===== src/rtl/load_store_unit.sv =====
// Load/store unit between the execute stage and a byte-lane data memory.
// One request in flight: IDLE -> ACCESS (memory cycle) -> RESP (held until consumed).
module load_store_unit #(
  parameter int unsigned MEM_BYTES = 256
) (
  input  logic        clock,
  input  logic        reset_n,
  input  logic        req_valid,
  output logic        req_ready,
  input  logic        req_is_store,
  input  logic [2:0]  req_funct3,
  input  logic [31:0] req_addr,
  input  logic [31:0] req_wdata,
  output logic        resp_valid,
  input  logic        resp_ready,
  output logic [31:0] resp_rdata,
  output logic        resp_misaligned,
  output logic        resp_fault,
  output logic [31:0] mem_address,
  output logic [31:0] mem_write_data,
  output logic [3:0]  mem_write_enable,
  output logic        store_enable,
  input  logic [31:0] mem_read_data
);

  localparam logic [31:0] MEM_LIMIT = MEM_BYTES;

  typedef enum logic [1:0] {
    IDLE   = 2'd0,
    ACCESS = 2'd1,
    RESP   = 2'd2
  } state_e;

  state_e      state_r;
  state_e      next_state_s;
  logic        is_store_r;
  logic [2:0]  funct3_r;
  logic [31:0] addr_r;
  logic [31:0] wdata_r;
  logic        resp_valid_r;
  logic [31:0] resp_rdata_r;
  logic        resp_misaligned_r;
  logic        resp_fault_r;

  logic        is_half_s;
  logic        is_word_s;
  logic        illegal_s;
  logic        misaligned_s;
  logic        fault_s;
  logic        store_enable_s;
  logic [31:0] lane_data_s;
  logic [3:0]  lane_we_s;
  logic [7:0]  byte_s;
  logic [15:0] half_s;
  logic [31:0] load_data_s;

  assign req_ready        = (state_r == IDLE);
  assign resp_valid       = resp_valid_r;
  assign resp_rdata       = resp_rdata_r;
  assign resp_misaligned  = resp_misaligned_r;
  assign resp_fault       = resp_fault_r;
  assign mem_address      = addr_r;
  assign mem_write_data   = lane_data_s;
  assign mem_write_enable = lane_we_s;
  assign store_enable     = store_enable_s;

  assign is_half_s    = (funct3_r[1:0] == 2'b01);
  assign is_word_s    = (funct3_r[1:0] == 2'b10);
  assign misaligned_s = (is_half_s & addr_r[0]) | (is_word_s & (addr_r[1:0] != 2'b00));
  assign fault_s      = illegal_s | (addr_r >= MEM_LIMIT);
  // reset_n gates the strobe so a reset during ACCESS can never leave a partial write
  assign store_enable_s = (state_r == ACCESS) & is_store_r & ~misaligned_s & ~fault_s & reset_n;

  // Legal width codes: stores only use 000/001/010, loads additionally 100/101
  always_comb begin
    illegal_s = 1'b1;
    case (funct3_r)
      3'b000:  illegal_s = 1'b0;
      3'b001:  illegal_s = 1'b0;
      3'b010:  illegal_s = 1'b0;
      3'b100:  illegal_s = is_store_r;
      3'b101:  illegal_s = is_store_r;
      default: illegal_s = 1'b1;
    endcase
  end

  // Replicate store data across lanes and form byte strobes, zero unless writing
  always_comb begin
    lane_data_s = 32'h0000_0000;
    lane_we_s   = 4'b0000;
    if (store_enable_s) begin
      case (funct3_r[1:0])
        2'b00: begin
          lane_data_s = {4{wdata_r[7:0]}};
          lane_we_s   = 4'b0001 << addr_r[1:0];
        end
        2'b01: begin
          lane_data_s = {2{wdata_r[15:0]}};
          lane_we_s   = 4'b0011 << {addr_r[1], 1'b0};
        end
        2'b10: begin
          lane_data_s = wdata_r;
          lane_we_s   = 4'b1111;
        end
        default: begin
          lane_data_s = 32'h0000_0000;
          lane_we_s   = 4'b0000;
        end
      endcase
    end else begin
      lane_data_s = 32'h0000_0000;
      lane_we_s   = 4'b0000;
    end
  end

  assign byte_s = mem_read_data[{addr_r[1:0], 3'b000} +: 8];
  assign half_s = mem_read_data[{addr_r[1], 4'b0000} +: 16];

  // Extend the selected lane according to the load width code
  always_comb begin
    load_data_s = 32'h0000_0000;
    case (funct3_r)
      3'b000:  load_data_s = {{24{byte_s[7]}}, byte_s};
      3'b001:  load_data_s = {{16{half_s[15]}}, half_s};
      3'b010:  load_data_s = mem_read_data;
      3'b100:  load_data_s = {24'h00_0000, byte_s};
      3'b101:  load_data_s = {16'h0000, half_s};
      default: load_data_s = 32'h0000_0000;
    endcase
  end

  // Next-state logic; RESP waits for the consumer before returning to IDLE
  always_comb begin
    next_state_s = state_r;
    case (state_r)
      IDLE: begin
        if (req_valid) begin
          next_state_s = ACCESS;
        end else begin
          next_state_s = IDLE;
        end
      end
      ACCESS: next_state_s = RESP;
      RESP: begin
        if (resp_ready) begin
          next_state_s = IDLE;
        end else begin
          next_state_s = RESP;
        end
      end
      default: next_state_s = IDLE;
    endcase
  end

  // State, captured request and registered response
  always_ff @(posedge clock) begin
    if (!reset_n) begin
      state_r           <= IDLE;
      is_store_r        <= 1'b0;
      funct3_r          <= 3'b000;
      addr_r            <= 32'h0000_0000;
      wdata_r           <= 32'h0000_0000;
      resp_valid_r      <= 1'b0;
      resp_rdata_r      <= 32'h0000_0000;
      resp_misaligned_r <= 1'b0;
      resp_fault_r      <= 1'b0;
    end else begin
      state_r <= next_state_s;
      if ((state_r == IDLE) && req_valid) begin
        is_store_r <= req_is_store;
        funct3_r   <= req_funct3;
        addr_r     <= req_addr;
        wdata_r    <= req_wdata;
      end
      if (state_r == ACCESS) begin
        resp_valid_r      <= 1'b1;
        resp_misaligned_r <= misaligned_s;
        resp_fault_r      <= fault_s;
        resp_rdata_r      <= (is_store_r | misaligned_s | fault_s) ? 32'h0000_0000 : load_data_s;
      end else if ((state_r == RESP) && resp_ready) begin
        // rdata deliberately keeps its last value after the handshake
        resp_valid_r      <= 1'b0;
        resp_misaligned_r <= 1'b0;
        resp_fault_r      <= 1'b0;
      end
    end
  end

endmodule


===== config.mk =====
export PLATFORM = sky130hd
export DESIGN_NAME = load_store_unit
export DESIGN_NICKNAME = d
export VERILOG_FILES = /design/src/rtl/load_store_unit.sv
export SDC_FILE = /design/constraint.sdc
export NUM_CORES = 1
export LEC_CHECK = 0
export CAP_MARGIN = 30
export CORE_UTILIZATION = 42
export DETAILED_ROUTE_END_ITERATION = 10
export GPL_TIMING_DRIVEN = 0
export PLACE_DENSITY = 0.8
export SLEW_MARGIN = 15
export SYNTH_ARGS = -nofsm -noshare
export SYNTH_HDL_FRONTEND = slang
export SYNTH_SLANG_ARGS = --single-unit

===== constraint.sdc =====
create_clock -name clock -period 2 [get_ports clock]
set_input_delay 0.3 -clock clock [delete_from_list [all_inputs] [get_ports clock]]
set_output_delay 0.3 -clock clock [all_outputs]
set_load 0.005 [all_outputs]

# ---- Yosys cells after proc, flatten, opt, wreduce, memory -nomap -nowiden
# Cells that the tools add are included.
dict set report classes {
  n_reduce_logical 9
  bitwise_logic 12
  shifts 4
  magnitude_cmp 1
  n_mux 14
  eq_ne 8
}
# cell n
set op_table {}
lappend op_table {{32-bit case mux with 5 select lines} 1}
lappend op_table {{32-bit case mux with 3 select lines} 1}
lappend op_table {{32-bit 2-to-1 mux} 2}
lappend op_table {{32-bit by 9-bit >= comparator with 1-bit output (second input constant)} 1}
lappend op_table {{32-bit by 6-bit indexed part select with 16-bit output} 1}
lappend op_table {{32-bit by 6-bit indexed part select with 8-bit output} 1}
lappend op_table {{4-bit case mux with 3 select lines} 1}
lappend op_table {{1-bit AND} 6}
lappend op_table {{3-bit equality test (second input constant)} 2}
lappend op_table {{2-bit case mux with 3 select lines} 1}
lappend op_table {{1-bit 2-to-1 mux} 5}
lappend op_table {{2-bit by 1-bit equality test with 1-bit output (second input constant)} 2}
lappend op_table {{2-bit equality test (second input constant)} 2}
lappend op_table {{2-bit logical NOT} 2}
lappend op_table {{4-bit 2-to-1 mux} 1}
lappend op_table {{1-bit bitwise OR} 4}
lappend op_table {{2-bit nonzero test} 2}
lappend op_table {{1-bit by 2-bit left shift with 4-bit output (first input constant)} 1}
lappend op_table {{2-bit by 2-bit left shift with 4-bit output (first input constant)} 1}
lappend op_table {{3-bit by 1-bit equality test with 1-bit output (second input constant)} 1}
lappend op_table {{3-bit by 2-bit equality test with 1-bit output (second input constant)} 1}
lappend op_table {{3-bit logical NOT} 1}
lappend op_table {{3-bit OR reduction} 1}
lappend op_table {{1-bit logical AND} 2}
lappend op_table {{other kinds (4)} 5}
dict set report word_totals {
  register_bits 105
  output_inout_bits 105
  elab_cells 57
  inputBits 104
}

# ---- Depth between registers and ports, before layout
# Gate-level depths: netlist (run 1).
dict set report logic_depth {
  ltp_word 8
  depth_mapped 7
  mapped_depth_nobuf 4
}

# ---- Worst setup path before layout (run 1)
# Ideal clock, no wire load.
dict set report synth_path {
  path_type {register to output}
  start {reg funct3_r[1]}
  end {out mem_write_data[14]}
  required_ns 1.700
  path_buffers 2
  path_stages_with_launch 7
  setup_slack_ns 0.160
  arrival_time_ns 1.540
  path_cell_list {dfxtp_1 -> nor2b_1 -> buf_2 -> a221oi_4 -> nand4_2 -> buf_2 -> nor2_1}
}
dict set report synth_via {
  elab_chain_len 8
  elab_cells_between_ends 22
  classes_between {eq/ne: 6; mux: 3; bitwise: 9; reduce/logical: 4}
}
# item line
set synth_rtl {}
lappend synth_rtl {{start: declaration} 37} ;# logic [2:0] funct3_r;
lappend synth_rtl {{start signal: assignment} 171} ;# funct3_r <= req_funct3;
lappend synth_rtl {{3-bit by 2-bit equality test with 1-bit output, or another cell as far along} 77} ;# case (funct3_r)
lappend synth_rtl {{3-bit OR reduction (no source line), or another cell as far along} n/a}
lappend synth_rtl {{1-bit case mux with 2 select lines / 1-bit bitwise OR (equally long branches)} {77, 69}}
lappend synth_rtl {{1-bit bitwise OR / 1-bit NOT (equally long branches)} {70, 72}}
lappend synth_rtl {{1-bit NOT / 1-bit AND (equally long branches)} 72} ;# assign store_enable_s = (state_r == ACCESS) & is_store_r & ~misaligned_s & ~fault_s & reset_n;
lappend synth_rtl {{1-bit AND (2 in series)} 72}
lappend synth_rtl {{32-bit 2-to-1 mux *} 91} ;# if (store_enable_s) begin
lappend synth_rtl {{end: declaration} 20} ;# output logic [31:0] mem_write_data,
# Every way passes the cells marked *; elsewhere a longest branch is shown, timed or not.

# ---- Final worst setup path (run 1)
dict set report layout_path {
  start {reg addr_r[9] (netlist: mem_address[9])}
  end {out mem_write_data[30]}
}
dict set report layout_via {
  elab_chain_len 6
}
# item line
set layout_rtl {}
lappend layout_rtl {{start: declaration} 38} ;# logic [31:0] addr_r;
lappend layout_rtl {{start signal: assignment} 172} ;# addr_r <= req_addr;
lappend layout_rtl {{32-bit by 9-bit >= comparator with 1-bit output} 70} ;# assign fault_s = illegal_s | (addr_r >= MEM_LIMIT);
lappend layout_rtl {{1-bit bitwise OR} 70}
lappend layout_rtl {{1-bit NOT} 72}
lappend layout_rtl {{1-bit AND (2 in series)} 72}
lappend layout_rtl {{32-bit 2-to-1 mux} 91}
# Every way passes these cells.

==> results of run 1 <==
[state kept, by name, summed over array words and instances (netlist names)]
register and count:
mem_address 32, is_store_r 1, resp_misaligned 1, resp_rdata 32, resp_fault 1, funct3_r 3, resp_valid 1, state_r 2
wdata_r 32
[where the power goes]
group          leakage [nW]  total [mW]  internal (mW)  switching (mW)
Sequential            0.862        2.29           2.19           0.103
Clock                 0.146        1.74          0.965           0.778
Combinational          1.96        1.14          0.577           0.560
[metal layers]
metal	vias to the layer above	global-route usage	share of wire
li1	2656	-	-
met1	2578	0.3543	0.39
met2	271	0.5127	0.49
met3	39	0.07352	0.093
met4	0	0.09942	0.025
met5	-	0	0
[cell type report]
type | instances | area (um^2) | area share
Multi-Input combinational cell | 456 | 2770 | 0.3491
Timing Repair Buffer | 243 | 2310 | 0.2911
Sequential cell | 105 | 2121 | 0.2673
Buffer | 47 | 256.5 | 0.03232
Clock buffer | 10 | 229.0 | 0.02886
Tap cell | 140 | 175.2 | 0.02208
Clock inverter | 6 | 58.81 | 0.007411
Inverter | 4 | 15.01 | 0.001892
[worst max-delay path, cell delays in order, from the launching register on]
cell,delay (ns)
dfxtp_1,0.34
nor4_2,0.29
and4_4,0.29
buf_6,0.12
nand4_4,0.16
buf_6,0.19
buf_6,0.12
nor2_1,0.07
buf_2,0.12
[cell usage in the layout, fill, tap and decap left out, drive strengths merged, types with 4 or more instances in the layout]
master and n:
dfxtp 105, a221oi 16, a311oi 16, clkdlybuf4s50 171
nor2 38, clkinv 5, buf 86, inv 4
clkbuf 43, mux2 8, a21oi 89, mux2i 4
nand2 179, nand4 4, a22oi 8, nor4 6
a222oi 7, and2 10, a2bb2oi 8, o21ai 28
nor2b 12
[cells by family (layout without fill, tap and decap cells)]
group,after synthesis,in the layout
XOR/XNOR,1,1
multiplexers,12,12
flip-flops,105,105
AO/OA/AOI/OAI,177,177
buffers and inverters,55,310
AND/OR/NAND/NOR,266,266
[what timing repair did]
action	in CTS	in global routing
gates resized for setup	249	54
pin swaps	34	10
buffers inserted	30	4
cloned	2	0
setup endpoints to repair	63	84
[worst paths after layout]
path / slack, ns / to / depth (start not counted)
setup / recovery: -0.35 / mem_write_data[30] / 8
hold / removal: 0.45 / resp_rdata[23] / 2
setup reg to reg: 0.06 / resp_rdata[13] / 6
hold reg to reg: 0.45 / resp_rdata[23] / 2
[metrics by stage]
| stage | power, mW | worst slack, ns | TNS [ns] | cell area (um^2) |
|---|---|---|---|---|
| 5_1_grt | 5.371 | -0.4257 | -12.76 | 7935 |
| 6_report | 5.173 | -0.3467 | -9.645 | 7935 |
| 3_5_place_dp | 3.314 | -0.7331 | -28.61 | 7033 |
| 3_3_place_gp | 3.291 | -0.6522 | -23.50 | 7033 |
| 2_1_floorplan | 2.816 | 0.1602 | 0 | 4776 |
| 4_1_cts | 5.124 | -0.3186 | -9.229 | 7720 |
==> impl_metrics.json, run 1 <==
{
  "status": "finished, violations left",
  "violations": "setup timing",
  "cts_hold_buf": 0,
  "yosysTopAreaCellShare": 0.4401,
  "finalHoldViolCount": 0,
  "maxCapViolations": 0,
  "fillers": 847,
  "skew_ns": 0.008945,
  "yosys_register_bits": 105,
  "ios": 209,
  "die_y_um": 108.6,
  "clock_latency_ns": 0.35,
  "netlist_area_um2": 4776,
  "synth.distinct_cells": 42,
  "initial_core_util": 0.4367,
  "worst_slack_ns": -0.3467,
  "crit_path_start_kind": "flop",
  "setup-violations-final": 37,
  "ir_drop_mv": 0.4403,
  "hold_path_class": "reg2reg",
  "grt_setup_unrepaired": "yes",
  "core_area_um2": 10940,
  "ant_nets": 0,
  "fin_cells": 1011,
  "rows": 38,
  "fp.dieW_um": 108.6,
  "cts.sinks": 105,
  "drive_above_1_share": 0.2135,
  "areaGrowthSynthToFinish_pct": 66.15,
  "synth-compound-area-share": 0.2397,
  "synth_area_leaders": "dfxtp_1 (44%), nand2_1 (14%), a21oi_1 (9.3%)",
  "avgViaCountPerCell": 5.484,
  "overflow": 0,
  "end_kind": "output port",
  "synthAdderAreaFrac": 0,
  "min_period_ns": 2.347,
  "holdWs_ns": 0.4534,
  "yosysTopAreaCell": "dfxtp_1",
  "synth_flop_cell": "dfxtp_1",
  "drv_slew": 0,
  "fin_util": 0.7256,
  "yosys_warnings": 0,
  "path_class": "reg2out",
  "clockBufferDepth": 2,
  "worstHoldStart": "resp_rdata[23]",
  "dr.first_iter.drc_count": 410,
  "synth-simple-area-share": 0.2400,
  "h-tree-depth": 3,
  "grt_max_degree": 17,
  "max_slew.worst_pin.slew_ns": 0.5717,
  "clkTransAtPathRegs_ns": 0.07,
  "port-buffer-count": 208,
  "dp_hpwl_um": 13170,
  "syn_nets": 720,
  "tritoncts": "built",
  "gp_congestion": 0.9285,
  "r2r_start": "funct3_r[0]",
  "routedWlPerCell_um": 17.50,
  "routed_wl_um": 17690,
  "netlist_instances": 616,
  "grt_pass1_vias": 5399,
  "dp.cells": 964,
  "synth.avg_cell_area_um2": 7.753,
  "n_antenna_cell": 0,
  "cts_buffers": 9,
  "critPathArrivalTime_ns": 2.05,
  "synth_top_family_by_area": "simple AND/OR/NAND/NOR gates",
  "antenna_found_initial": 0,
  "nets": 970,
  "synth_commonest_cells": "nand2_1 (179), dfxtp_1 (105), a21oi_1 (89)",
  "dr.pass1.iters": 5,
  "track_usage": 0.2951,
  "slew_headroom": 0.6175,
  "crit_fanout": 5,
  "synth_mux_area_frac": 0.02725,
  "synth_xor_area_frac": 0.001834,
  "post-route-period-util": 1.173,
  "ctsRootBufferMaster": "clkbuf_16",
  "power.density_nw_per_um2": 651.9,
  "fmax_ghz": 0.4261,
  "drc": 0,
  "grt_first_pass_wirelength_um": 26870,
  "p_leak_nw": 2.967,
  "ys_async_sr_fraction": 0,
  "yosysSeqAreaShare": 0.4401,
  "worstPathRequired_ns": 1.70,
  "yosysMostFrequentCell": "nand2_1",
  "startpoint": "mem_address[9]",
  "vias": 5544,
  "synth_edf_count": 0,
  "die_area_um2": 11800
}
No activity file was read; power rests on OpenSTA's default activity.
==> inputs of run 2 (changes only) <==
Settings changed: GPL_TIMING_DRIVEN 0 to 1.
==> run 2 against run 1 <==
The flow still finishes with violations (setup timing). Design area increased by 1.4%. Sequential share of layout area fell by 0.52 points. Register-to-register slack worse by 0.02 ns. Cell count is 0.99% higher. Power grew 1.7%. Fmax shrank 3.8%. Clock skew hardly changed. Via count up 3.2%. Critical path type unchanged. Critical endpoint is now mem_write_data[11].
==> impl_metrics.json, run 2 (synthesis gave the netlist of run 1 again) <==
{
  "maxCapViolations": 0,
  "clockPowerShare": 0.338,
  "skew_ns": 0.009137,
  "dr.first_iter.drc_count": 367,
  "grt_max_degree": 68,
  "dr.pass1.iters": 5,
  "hold_path_class": "reg2reg",
  "vias": 5720,
  "antenna_found_initial": 0,
  "path_class": "reg2out",
  "grt_first_pass_wirelength_um": 26040,
  "ios": 209,
  "tritoncts": "built",
  "crit_path_start_kind": "flop",
  "setup-violations-final": 37,
  "post-route-period-util": 1.220,
  "status": "finished, violations left",
  "dp.cells": 986,
  "die_y_um": 108.6,
  "whs_path_depth": 2,
  "cts.sinks": 105,
  "clock_latency_ns": 0.35,
  "fin_cells": 1021,
  "cts_buffers": 9,
  "h-tree-depth": 3,
  "power.density_nw_per_um2": 653.6,
  "worst_slack_ns": -0.4406,
  "end_kind": "output port",
  "fillers": 838,
  "initial_core_util": 0.4367,
  "areaGrowthSynthToFinish_pct": 68.54,
  "ctsRootBufferMaster": "clkbuf_16",
  "ant_nets": 0,
  "n_antenna_cell": 0,
  "r2r_slack_ns": 0.04,
  "gp_congestion": 0.8879,
  "finalPower_mw": 5.261,
  "min_period_ns": 2.441,
  "grt_pass1_vias": 5371,
  "overflow": 0,
  "grt_setup_unrepaired": "yes",
  "p_comb_frac": 0.230,
  "multi_input_area_um2": 2654,
  "violations": "setup timing",
  "clockBufferDepth": 2,
  "ir_drop_mv": 0.3680,
  "r2r_cells": 6,
  "seqPwrFrac": 0.432,
  "drive_above_1_share": 0.2395,
  "switching_share": 0.2723,
  "worstPathRequired_ns": 1.70,
  "crit_fanout": 5,
  "track_usage": 0.2840,
  "regArea_um2": 2110,
  "holdWs_ns": 0.4504,
  "clkTransAtPathRegs_ns": 0.07,
  "p_int_mw": 3.828,
  "fmax_ghz": 0.4097,
  "critPathArrivalTime_ns": 2.14,
  "dp_hpwl_um": 12250,
  "finalHoldViolCount": 0,
  "routed_wl_um": 17810,
  "nets": 980,
  "max_slew.worst_pin.slew_ns": 0.5660,
  "dp_slack_ns": -0.3857,
  "slew_headroom": 0.6226,
  "avgViaCountPerCell": 5.602,
  "p_leak_nw": 3.127,
  "rows": 38,
  "drc": 0,
  "fp.dieW_um": 108.6,
  "routedWlPerCell_um": 17.44,
  "fin_util": 0.7360,
  "drv_slew": 0,
  "layout_common_cells": "nand2_1 (178), clkdlybuf4s50_1 (171), dfxtp_1 (99)",
  "port-buffer-count": 208,
  "power.switching_mw": 1.433,
  "layout_commonest_cell": "nand2_1",
  "core_area_um2": 10940,
  "die_area_um2": 11800
}
## run 2: cell count changes in the layout (fill, tap and decap cells not counted), sizes merged
cell	change
buf	+41
clkbuf	-30
clkinv	-3
clkinvlp	+2
## run 2: worst max-delay path, cell delays in order, from the launching register on
cell	delay [ns]
dfxtp_2	0.33
nor4_2	0.27
buf_4	0.15
and4_4	0.25
buf_6	0.11
nand4_4	0.15
clkbuf_16	0.22
buf_8	0.12
nor2_4	0.08
buf_2	0.12
## run 2: through the flow
step           setup TNS (ns)  area [um^2]
2_1_floorplan               0         4776
3_3_place_gp           -10.30         7407
3_5_place_dp           -12.14         7407
4_1_cts                -12.40         7858
5_1_grt                -15.00         8049
6_report               -12.89         8049
## run 2: path summary, 6_finish.rpt
check / end / start
max: mem_write_data[11] / mem_address[25]
min: resp_rdata[24] / resp_rdata[24]
max reg2reg: resp_rdata[30] / funct3_r[0]
min reg2reg: resp_rdata[24] / resp_rdata[24]
## run 2: cell type report
cell class	count	area share
inverter	4	0.001865
sequential	105	0.2621
multi-input combinational	456	0.3297
clock buffer	11	0.03016
clock inverter	5	0.006840
tap	140	0.02176
timing repair buffer	300	0.3476
## run 2: repair_timing
| action | in CTS | in global routing |
|---|---|---|
| hold buffers | 0 | 0 |
| resized for setup | 207 | 41 |
| buffers inserted | 14 | 4 |
| pin swaps | 34 | 8 |
| cloned | 2 | 1 |
| endpoints found under the setup margin | 37 | 43 |
## run 2: metal layers
metal  up-vias  track usage  routed length (um)
met1      2647       0.3366                6837
met2       343       0.4720                8627
li1       2670            -                   -
met3        60      0.07472                1757
met4         0       0.1458                 582
met5         -            0                   0
## run 2: power groups by stage
stage / Combinational, mW / Sequential [mW] / Clock (mW)
floorplan: 0.519 / 2.30 / 0
detailed placement: 1.11 / 2.31 / 0
global route: 1.30 / 2.28 / 1.87
global placement: 1.09 / 2.30 / 0
finish: 1.21 / 2.27 / 1.78
CTS: 1.15 / 2.27 / 1.79
==> inputs of run 3 (changes only) <==
Settings changed: CTS_CLUSTER_DIAMETER set to 30, PLACE_DENSITY 0.8 to 0.76.
==> run 3 against run 2 <==
The flow still finishes with violations (setup timing). Sequential share of layout area down 0.16 points. Clock skew down 0.0010 ns. Power is 1.1% higher. Register-to-register slack worse by 0.07 ns. Design area is 0.54% higher. Die area is the same. Cell count grew 0.49%. Worst setup slack improved by 0.11 ns. Worst hold slack got worse by 0.00056 ns. Fmax grew 4.5%. Critical path depth decreased by 1. Critical path type unchanged. Highest routed layer unchanged.
==> impl_metrics.json, run 3 (synthesis gave the netlist of run 1 again) <==
{
  "switching_share": 0.2736,
  "layout_common_cells": "nand2_1 (178), clkdlybuf4s50_1 (171), dfxtp_1 (100)",
  "grt_max_degree": 55,
  "maxCapViolations": 0,
  "min_period_ns": 2.334,
  "crit_top_cell": "buf_6",
  "dr.first_iter.drc_count": 354,
  "crit_buf_inv": 4,
  "crit_path_start_kind": "flop",
  "tritoncts": "built",
  "cts.sinks": 105,
  "routedWlPerCell_um": 17.20,
  "fmax_ghz": 0.4284,
  "setup-violations-final": 38,
  "ios": 209,
  "max_slew.worst_pin.slew_ns": 0.5571,
  "crit_chain": "nor4_4, buf_4, and4_4, and4_4, buf_6, buf_6, and2_4, buf_6",
  "vias": 5659,
  "critical_path.top_delay_family": "simple AND/OR/NAND/NOR gates",
  "n_antenna_cell": 0,
  "dp.cells": 992,
  "rows": 38,
  "grt_first_pass_wirelength_um": 26630,
  "critPathArrivalTime_ns": 2.03,
  "power.switching_mw": 1.454,
  "ir_drop_mv": 0.4893,
  "fillers": 848,
  "drive_above_1_share": 0.2438,
  "fp.dieW_um": 108.6,
  "gp_congestion": 0.9425,
  "end_kind": "output port",
  "dp_hpwl_um": 12310,
  "drv_slew": 0,
  "worstHoldStart": "resp_rdata[12]",
  "setup_tns_ns": -10.47,
  "clock_latency_ns": 0.35,
  "r2r_slack_ns": -0.03,
  "core_area_um2": 10940,
  "p_comb_frac": 0.233,
  "min_to": "resp_rdata[12]",
  "hold_path_class": "reg2reg",
  "ant_nets": 0,
  "cts_hold_buf": 0,
  "routed_wl_um": 17650,
  "die_area_um2": 11800,
  "clkTransAtPathRegs_ns": 0.07,
  "track_usage": 0.2896,
  "worstReg2RegEnd": "resp_rdata[16]",
  "grt_pass1_vias": 5443,
  "r2r_start": "mem_address[1]",
  "path_class": "reg2out",
  "clockBufferDepth": 2,
  "overflow": 0,
  "finalHoldViolCount": 0,
  "die_y_um": 108.6,
  "p_int_mw": 3.862,
  "antenna_found_initial": 0,
  "dr.pass1.iters": 6,
  "fin_util": 0.7400,
  "skew_ns": 0.008103,
  "grt_setup_unrepaired": "yes",
  "clockPowerShare": 0.340,
  "violations": "setup timing",
  "whs_path_depth": 2,
  "post-route-period-util": 1.167,
  "cp_slowest_cell": "dfxtp_2",
  "worstPathRequired_ns": 1.70,
  "avgViaCountPerCell": 5.516,
  "worst_slack_ns": -0.3345,
  "areaGrowthSynthToFinish_pct": 69.45,
  "fin_cells": 1026,
  "power.density_nw_per_um2": 657.0,
  "layout_commonest_cell": "nand2_1",
  "holdWs_ns": 0.4498,
  "initial_core_util": 0.4367,
  "ctsRootBufferMaster": "clkbuf_16",
  "nets": 985,
  "crit_fanout": 4,
  "seqPwrFrac": 0.428,
  "p_leak_nw": 3.156,
  "cpPeakStageDelay_ns": 0.34,
  "h-tree-depth": 3,
  "r2r_cells": 6,
  "status": "finished, violations left",
  "drc": 0,
  "cts_buffers": 9,
  "finalPower_mw": 5.317,
  "slew_headroom": 0.6266,
  "port-buffer-count": 208
}
-- run 3: changes by cell type in the layout (fill, tap and decap cells not counted), sizes merged --
cell	change
buf	+5
clkbuf	-1
clkinv	+1
-- run 3: how the worst max path moves through the flow --
stage	endpoint	from	slack (ns)	depth (start not counted)
2_1_floorplan	mem_write_data[14]	funct3_r[1]	0.16	6
3_3_place_gp	mem_write_data[0]	mem_address[27]	-0.32	6
3_5_place_dp	mem_write_data[1]	mem_address[20]	-0.43	6
4_1_cts	mem_write_data[20]	mem_address[30]	-0.40	9
5_1_grt	mem_write_data[16]	mem_address[25]	-0.47	8
6_report	mem_write_data[2]	mem_address[25]	-0.33	8
-- run 3: worst min-delay path: cells and delay by family (launching register included) --
family,cells,cell delay [ns]
DFF,1,0.31
AOI/OAI and AO/OA,1,0.05
and+or+nand+nor,1,0.05
-- run 3: per-layer routing --
metal  track usage  wire [um]
met4        0.1361        553
met3       0.07053       1579
met5             0          0
met1        0.3498       7156
met2        0.4837       8360
-- run 3: area by class of cell --
class	count	area, um^2	share of cell area
clock buffer	10	239.0	0.02953
multi-input combinational	456	2655	0.3281
inverter	4	15.01	0.001855
timing repair buffer	305	2833	0.3500
sequential	105	2108	0.2605
tap	140	175.2	0.02165
clock inverter	6	67.56	0.008349
-- run 3: what timing repair did --
| action | CTS | global route |
|---|---|---|
| setup endpoints to repair | 43 | 57 |
| cloned | 3 | 2 |
| buffers inserted | 16 | 2 |
| gates resized for setup | 206 | 38 |
| pin swaps | 33 | 7 |
-- run 3: metrics by stage --
stage / setup WS [ns] / cell area, um^2
floorplan: 0.1602 / 4776
global placement: -0.3195 / 7452
detailed placement: -0.4308 / 7452
CTS: -0.4017 / 7979
global route: -0.4679 / 8093
finish: -0.3345 / 8093
-- run 3: power by group through the flow --
stage	clock (mW)	combinational [mW]	sequential, mW
finish	1.81	1.24	2.27
global route	1.89	1.33	2.28
CTS	1.81	1.16	2.27
detailed placement	0	1.12	2.31
global placement	0	1.10	2.31
floorplan	0	0.519	2.30
